<file path="src/rtl/alu_sched_pkg.sv">
// Shared types and constants for the round-robin ALU scheduler:
// FSM encoding, ALU opcode values and ALU flag bit positions.
package alu_sched_pkg;

  typedef enum logic [1:0] {
    S_IDLE = 2'd0,
    S_EXEC = 2'd1,
    S_CAPT = 2'd2,
    S_RESP = 2'd3
  } state_t;

  localparam logic [1:0] OP_SUB   = 2'b00;
  localparam logic [1:0] OP_NAND  = 2'b01;
  localparam logic [1:0] OP_SONES = 2'b10;
  localparam logic [1:0] OP_DEC   = 2'b11;

  localparam int FLG_ERR = 0;
  localparam int FLG_NEG = 1;
  localparam int FLG_POS = 2;
  localparam int FLG_OVF = 3;

  localparam logic [7:0] ERR_CNT_MAX = 8'hFF;

endpackage

</file>
<file path="src/rtl/rr_arbiter.sv">
// Combinational round-robin arbiter: the search starts one past the last
// granted requester and wraps, so the first valid requester found wins.
module rr_arbiter #(
  parameter int N_REQ = 3,
  parameter int ID_W  = 2
) (
  input  logic [N_REQ-1:0] req,
  input  logic [ID_W-1:0]  last,
  output logic [N_REQ-1:0] grant,
  output logic [ID_W-1:0]  idx,
  output logic             any_valid
);

  int cand;

  always_comb begin
    grant     = '0;
    idx       = '0;
    any_valid = 1'b0;
    cand      = 0;
    for (int i = 1; i <= N_REQ; i++) begin
      cand = (int'(last) + i) % N_REQ;
      if (!any_valid && req[cand]) begin
        grant[cand] = 1'b1;
        idx         = ID_W'(cand);
        any_valid   = 1'b1;
      end
    end
  end

endmodule

</file>
<file path="src/rtl/alu_rr_scheduler.sv">
// Shares one registered ALU among N_REQ requesters: round-robin accept,
// issue, capture after the ALU's one-cycle latency, then hold a response.
module alu_rr_scheduler
  import alu_sched_pkg::*;
#(
  parameter int WIDTH = 4,
  parameter int N_REQ = 3,
  parameter int ID_W  = 2
) (
  input  logic                   i_clk,
  input  logic                   i_rstn,
  input  logic [N_REQ-1:0]       i_req_valid,
  output logic [N_REQ-1:0]       o_req_ready,
  input  logic [2*N_REQ-1:0]     i_req_oper,
  input  logic [WIDTH*N_REQ-1:0] i_req_arg0,
  input  logic [WIDTH*N_REQ-1:0] i_req_arg1,
  output logic [WIDTH-1:0]       o_alu_arg0,
  output logic [WIDTH-1:0]       o_alu_arg1,
  output logic [1:0]             o_alu_oper,
  input  logic [WIDTH-1:0]       i_alu_result,
  input  logic [3:0]             i_alu_flag,
  output logic                   o_rsp_valid,
  input  logic                   i_rsp_ready,
  output logic [ID_W-1:0]        o_rsp_id,
  output logic [WIDTH-1:0]       o_rsp_result,
  output logic [3:0]             o_rsp_flag,
  output logic                   o_busy,
  output logic [7:0]             o_err_cnt,
  output logic [1:0]             o_dbg_state
);

  // Handshakes: a request transfers on a cycle where valid and ready are both
  // high; ready is only ever raised in IDLE and only for the granted requester.
  // A response transfers on a cycle where o_rsp_valid and i_rsp_ready are high.

  state_t state_q, state_d;

  logic [N_REQ-1:0] grant;
  logic [ID_W-1:0]  g_idx;
  logic             any_valid;
  logic             accept;

  logic [1:0]       issue_oper_q;
  logic [WIDTH-1:0] issue_arg0_q;
  logic [WIDTH-1:0] issue_arg1_q;
  logic [ID_W-1:0]  id_q;
  logic [ID_W-1:0]  last_q;
  logic [WIDTH-1:0] rsp_result_q;
  logic [3:0]       rsp_flag_q;
  logic [7:0]       err_cnt_q;

  rr_arbiter #(
    .N_REQ(N_REQ),
    .ID_W (ID_W)
  ) u_arb (
    .req      (i_req_valid),
    .last     (last_q),
    .grant    (grant),
    .idx      (g_idx),
    .any_valid(any_valid)
  );

  // Gated by reset so no requester sees ready while the block is held in reset.
  assign accept      = (state_q == S_IDLE) && any_valid && i_rstn;
  assign o_req_ready = accept ? grant : '0;

  always_comb begin
    state_d = state_q;
    case (state_q)
      S_IDLE:  if (accept) state_d = S_EXEC;
      S_EXEC:  state_d = S_CAPT;
      S_CAPT:  state_d = S_RESP;
      S_RESP:  if (i_rsp_ready) state_d = S_IDLE;
      default: state_d = S_IDLE;
    endcase
  end

  always_ff @(posedge i_clk or negedge i_rstn) begin
    if (!i_rstn) begin
      state_q      <= S_IDLE;
      issue_oper_q <= '0;
      issue_arg0_q <= '0;
      issue_arg1_q <= '0;
      id_q         <= '0;
      last_q       <= ID_W'(N_REQ - 1);
      rsp_result_q <= '0;
      rsp_flag_q   <= '0;
      err_cnt_q    <= '0;
    end else begin
      state_q <= state_d;
      if (accept) begin
        issue_oper_q <= i_req_oper[int'(g_idx)*2 +: 2];
        issue_arg0_q <= i_req_arg0[int'(g_idx)*WIDTH +: WIDTH];
        issue_arg1_q <= i_req_arg1[int'(g_idx)*WIDTH +: WIDTH];
        id_q         <= g_idx;
        last_q       <= g_idx;
      end
      if (state_q == S_CAPT) begin
        rsp_result_q <= i_alu_result;
        rsp_flag_q   <= i_alu_flag;
        if (i_alu_flag[FLG_ERR] && (err_cnt_q != ERR_CNT_MAX))
          err_cnt_q <= err_cnt_q + 8'd1;
      end
    end
  end

  assign o_alu_oper   = issue_oper_q;
  assign o_alu_arg0   = issue_arg0_q;
  assign o_alu_arg1   = issue_arg1_q;
  assign o_rsp_valid  = (state_q == S_RESP);
  assign o_rsp_id     = id_q;
  assign o_rsp_result = rsp_result_q;
  assign o_rsp_flag   = rsp_flag_q;
  assign o_busy       = (state_q != S_IDLE);
  assign o_err_cnt    = err_cnt_q;
  assign o_dbg_state  = state_q;

endmodule

</file>
<file path="config.mk">
export PLATFORM = sky130hd
export DESIGN_NAME = alu_rr_scheduler
export DESIGN_NICKNAME = d
export VERILOG_FILES = /design/src/rtl/alu_sched_pkg.sv /design/src/rtl/rr_arbiter.sv /design/src/rtl/alu_rr_scheduler.sv
export SDC_FILE = /design/constraint.sdc
export NUM_CORES = 1
export LEC_CHECK = 0
export ABC_AREA = 1
export CAP_MARGIN = 20
export CORE_UTILIZATION = 40
export CTS_BUF_LIST = sky130_fd_sc_hd__clkbuf_16
export CTS_CLUSTER_DIAMETER = 100
export DETAILED_ROUTE_END_ITERATION = 12
export GPL_TIMING_DRIVEN = 0
export PLACE_DENSITY = 0.81
export SKIP_LAST_GASP = 1
export SYNTH_ARGS = -nofsm -noshare
export SYNTH_HDL_FRONTEND = slang
export SYNTH_SLANG_ARGS = --single-unit
</file>
<file path="constraint.sdc">
create_clock -name i_clk -period 3.8 [get_ports i_clk]
set_clock_uncertainty 0.15 [all_clocks]
set_input_delay 0.76 -clock i_clk [delete_from_list [all_inputs] [get_ports i_clk]]
set_output_delay 0.76 -clock i_clk [all_outputs]
set_load 0.01 [all_outputs]
</file>
==> results.txt <==
status -> finished, violations left
failing checks -> DRC
post-place setup slack -> -0.391 ns
Slew HR -> 67.5%
layout cell share with drive strength beyond 1 -> 11.6%
Via density -> 4.81
worst hold path type -> reg -> reg
CP max stage delay -> 0.54 ns
via count -> 1873
Sequential Area -> 777 µm²
multi-input logic area -> 950 µm²
Net count, final -> 389
post-synthesis instance total -> 250
Util after Layout -> 66.1%
top cells by area, synth -> dfrtp_1 39%, nand2_1 11%, nand3_1 8.9%, inv_1 7.2%, ha_1 5.9%
worst-case clock buffer depth -> 2
die height -> 71.3 µm
Buf+Inv Stages, Crit Path -> 3
Yosys cell types -> 26
Root Driver -> clkbuf_16
Clock Power Share -> 18.4%
Antenna diodes -> 0
Critical Path RT -> 2.89 ns
CTS tree -> done
FILL cells -> 382
Pre-Repair DR Iteration Count -> 8
Clock Pin Slew Worst Setup and Hold Paths -> 0.05 ns
largest family of logic cells by synthesized area -> simple AND/OR/NAND/NOR gates
largest net degree at the start of global routing -> 20
post-synthesis simple-gate area fraction -> 28.1%
worst r2r path cells -> 11
RSZ-0062 raised after global routing -> no
Tcrit/Tclk final -> 96.4%
data arrival time of the critical path -> 2.75 ns
sw frac -> 40.8%
GP Congestion -> 0.884
Starting Density -> 43.0%
max-slew violations -> 0
Final Hold Fails -> 0
Seq pwr share -> 24.2%
mux contribution to synthesized area -> 0.586%
Area Overhead vs Synth -> 53.8%
final setup vio count -> 0
drt first-iter violations -> 70
Most Frequent Cell on Critical Path -> nor2_1
H-tree Lvls -> 2
CP endpoint kind -> output pin
critical path depth in cells -> 9
Synth Area in Adders -> 5.86%
CTS Sinks -> 31
vias in the first global route -> 1829
Die Wd -> 71.3 µm
first-pass GRT wire length -> 7750 µm
I/O Pins -> 79
PwrDens -> 807 mW/mm²
Port Buf Inserts -> 78
hold depth -> 2
VDD IR max -> 0.346 mV
worst-path cell chain -> clkdlybuf4s50_1 > nor2_1 > nor2_1 > a21boi_4 > nand3_1 > nand2_2 > buf_4 > nor2_1 > clkdlybuf4s50_1
sequential area share after synthesis -> 40.4%
DRT Wirelength -> 4630 µm
Num CTS Buffers -> 5
leakage power -> 1.45 nW
crit start category -> primary input
initial antenna violation count -> 0
mapped cell area -> 0.00192 mm²
post-CTS setup buffer count -> 0
Residual DRC -> 7
P_sw -> 0.974 mW
Least-Margin Pin Slew -> 0.487 ns
CP max stage cell -> clkdlybuf4s50_1
fmax -> 273 MHz
worst-skew pair later-pin latency -> 0.27 ns
syn_area_per_cell -> 7.69 µm²
share of the synthesized area in the top cell type -> 39.1%
Floorplan Core Area -> 0.00447 mm²
register bit total from synthesis -> 31
wire per inst -> 11.9 µm
Worst Path Max Fanout -> 10
crit path time final -> 3.66 ns
crit path kind -> in -> out
grt ovf -> 0
GRT Total Usage -> 19.4%
combinational share of power -> 57.4%
non-filler cells, final -> 389
placed cell count -> 381
die area -> 0.00509 mm²
Compound-Gate Fraction of Synth Area -> 11.7%
FP Rows -> 24
CP top delay family -> buffers and inverters
Max Cap Viol -> 0
Synth Area in XOR/XNOR -> 3.19%
Syn. warnings -> 0
syn nets -> 303
post-DP HPWL -> 3570 µm
number of nets with antenna violations after routing -> 0
post-synth top area cell -> dfrtp_1
PnR worst setup slack -> 0.138 ns
internal cell power -> 1.41 mW
Setup TNS -> 0 ns
## power by group through the flow
| stage | Combinational, mW | Sequential, mW | Clock, mW |
|---|---|---|---|
| finish | 1.37 | 0.577 | 0.439 |
| global route | 1.52 | 0.598 | 0.459 |
| CTS | 1.38 | 0.579 | 0.446 |
| detailed placement | 1.37 | 0.581 | 0 |
| global placement | 1.33 | 0.575 | 0 |
| floorplan | 0.774 | 0.636 | 0 |
## through the flow
step           hold WS (ns)  cell area (µm²)  total power [mW]
2_1_floorplan         0.314             1920              1.41
4_1_cts               0.321             2950              2.40
3_3_place_gp          0.302             2770              1.90
6_report              0.316             2960              2.39
5_1_grt               0.340             2960              2.58
3_5_place_dp          0.309             2780              1.95
## kinds of logic (layout without fill, tap and decap cells)
family                     Yosys count  after routing
and+or+nand+nor                    122            122
buffers and inverters               46            133
AOI/OAI and AO/OA                   34             34
DFF                                 31             31
adders and majority gates            9              9
xor gates and xnor gates             7              7
muxes                                1              1
## layout by cell type (no fill, tap or decap), types with 7 or more instances in the layout
cell type / netlist / final
a21oi_1: 14 / 14
a21oi_2: 10 / 10
clkdlybuf4s50_1: 0 / 75
dfrtp_1: 30 / 30
ha_1: 9 / 9
inv_1: 37 / 37
nand2_1: 58 / 58
nand2_2: 7 / 7
nand3_1: 34 / 34
nor2_1: 18 / 18
## cell type report
type / instances / share of cell area [%]
Buffer: 7 / 1.74
Clock buffer: 5 / 4.23
Clock inverter: 3 / 1.31
Inverter: 39 / 4.95
Multi-Input combinational cell: 173 / 32.1
Sequential cell: 31 / 26.3
Tap cell: 52 / 2.20
Timing Repair Buffer: 79 / 27.1
## Yosys cell counts
cell type  instances
o22ai_1            1
a21boi_4           1
inv_1             37
ha_1               9
dfrtp_1           30
a21oi_2           10
nand3_2            1
o21ai_1            1
nor2_4             1
nand4_1            3
nand2_2            7
buf_2              3
a21oi_1           14
o21ai_0            6
nand3_1           34
nand2_1           58
xor2_1             2
dfstp_2            1
o21bai_1           1
mux2_2             1
buf_4              1
xnor2_1            5
buf_6              2
clkbuf_1           1
inv_2              2
nor2_1            18
## sequential cells by signal, indices dropped and copies added, names as in the netlist
signal,cells
last_q,1
o_rsp_result,4
o_alu_oper,2
o_err_cnt,8
o_rsp_id,2
o_alu_arg0,4
o_rsp_flag,4
o_dbg_state,2
o_alu_arg1,4
## what timing repair did
| item | CTS | global route |
|---|---|---|
| resized for setup | 3 | 5 |
| hold buffers | 0 | 0 |
| hold endpoints to repair | 0 | 0 |
| setup endpoints to repair | 3 | 2 |
## worst reg2reg max path, delay by kind of cell (launching register included)
family / cells / cell delay, ns
AO/OA/AOI/OAI: 2 / 0.23
AND/OR/NAND/NOR: 5 / 0.62
buffers and inverters: 3 / 0.36
adder cells (fa/ha/maj): 1 / 0.27
flip-flops: 1 / 0.54
## final timing paths
kind,startpoint,to,slack [ns]
max,i_req_valid[0],o_req_ready[0],0.14
min,o_rsp_flag[1],o_rsp_flag[1],0.32
max reg2reg,last_q[1],o_alu_arg0[3],1.50
min reg2reg,o_rsp_flag[1],o_rsp_flag[1],0.32
max in group asynchronous,i_rstn,last_q[1],2.57
min in group asynchronous,i_rstn,o_err_cnt[2],0.38
## routing by layer
metal	share of wire (%)	wire length (µm)	track usage [%]	vias to the layer above
li1	-	-	-	965
met1	40	1840	20.8	819
met2	50	2310	35.9	79
met3	9.0	418	6.61	10
met4	1.4	63	5.78	0
met5	0	0	0	-
Note: power is estimated with default switching activity, not from simulation.
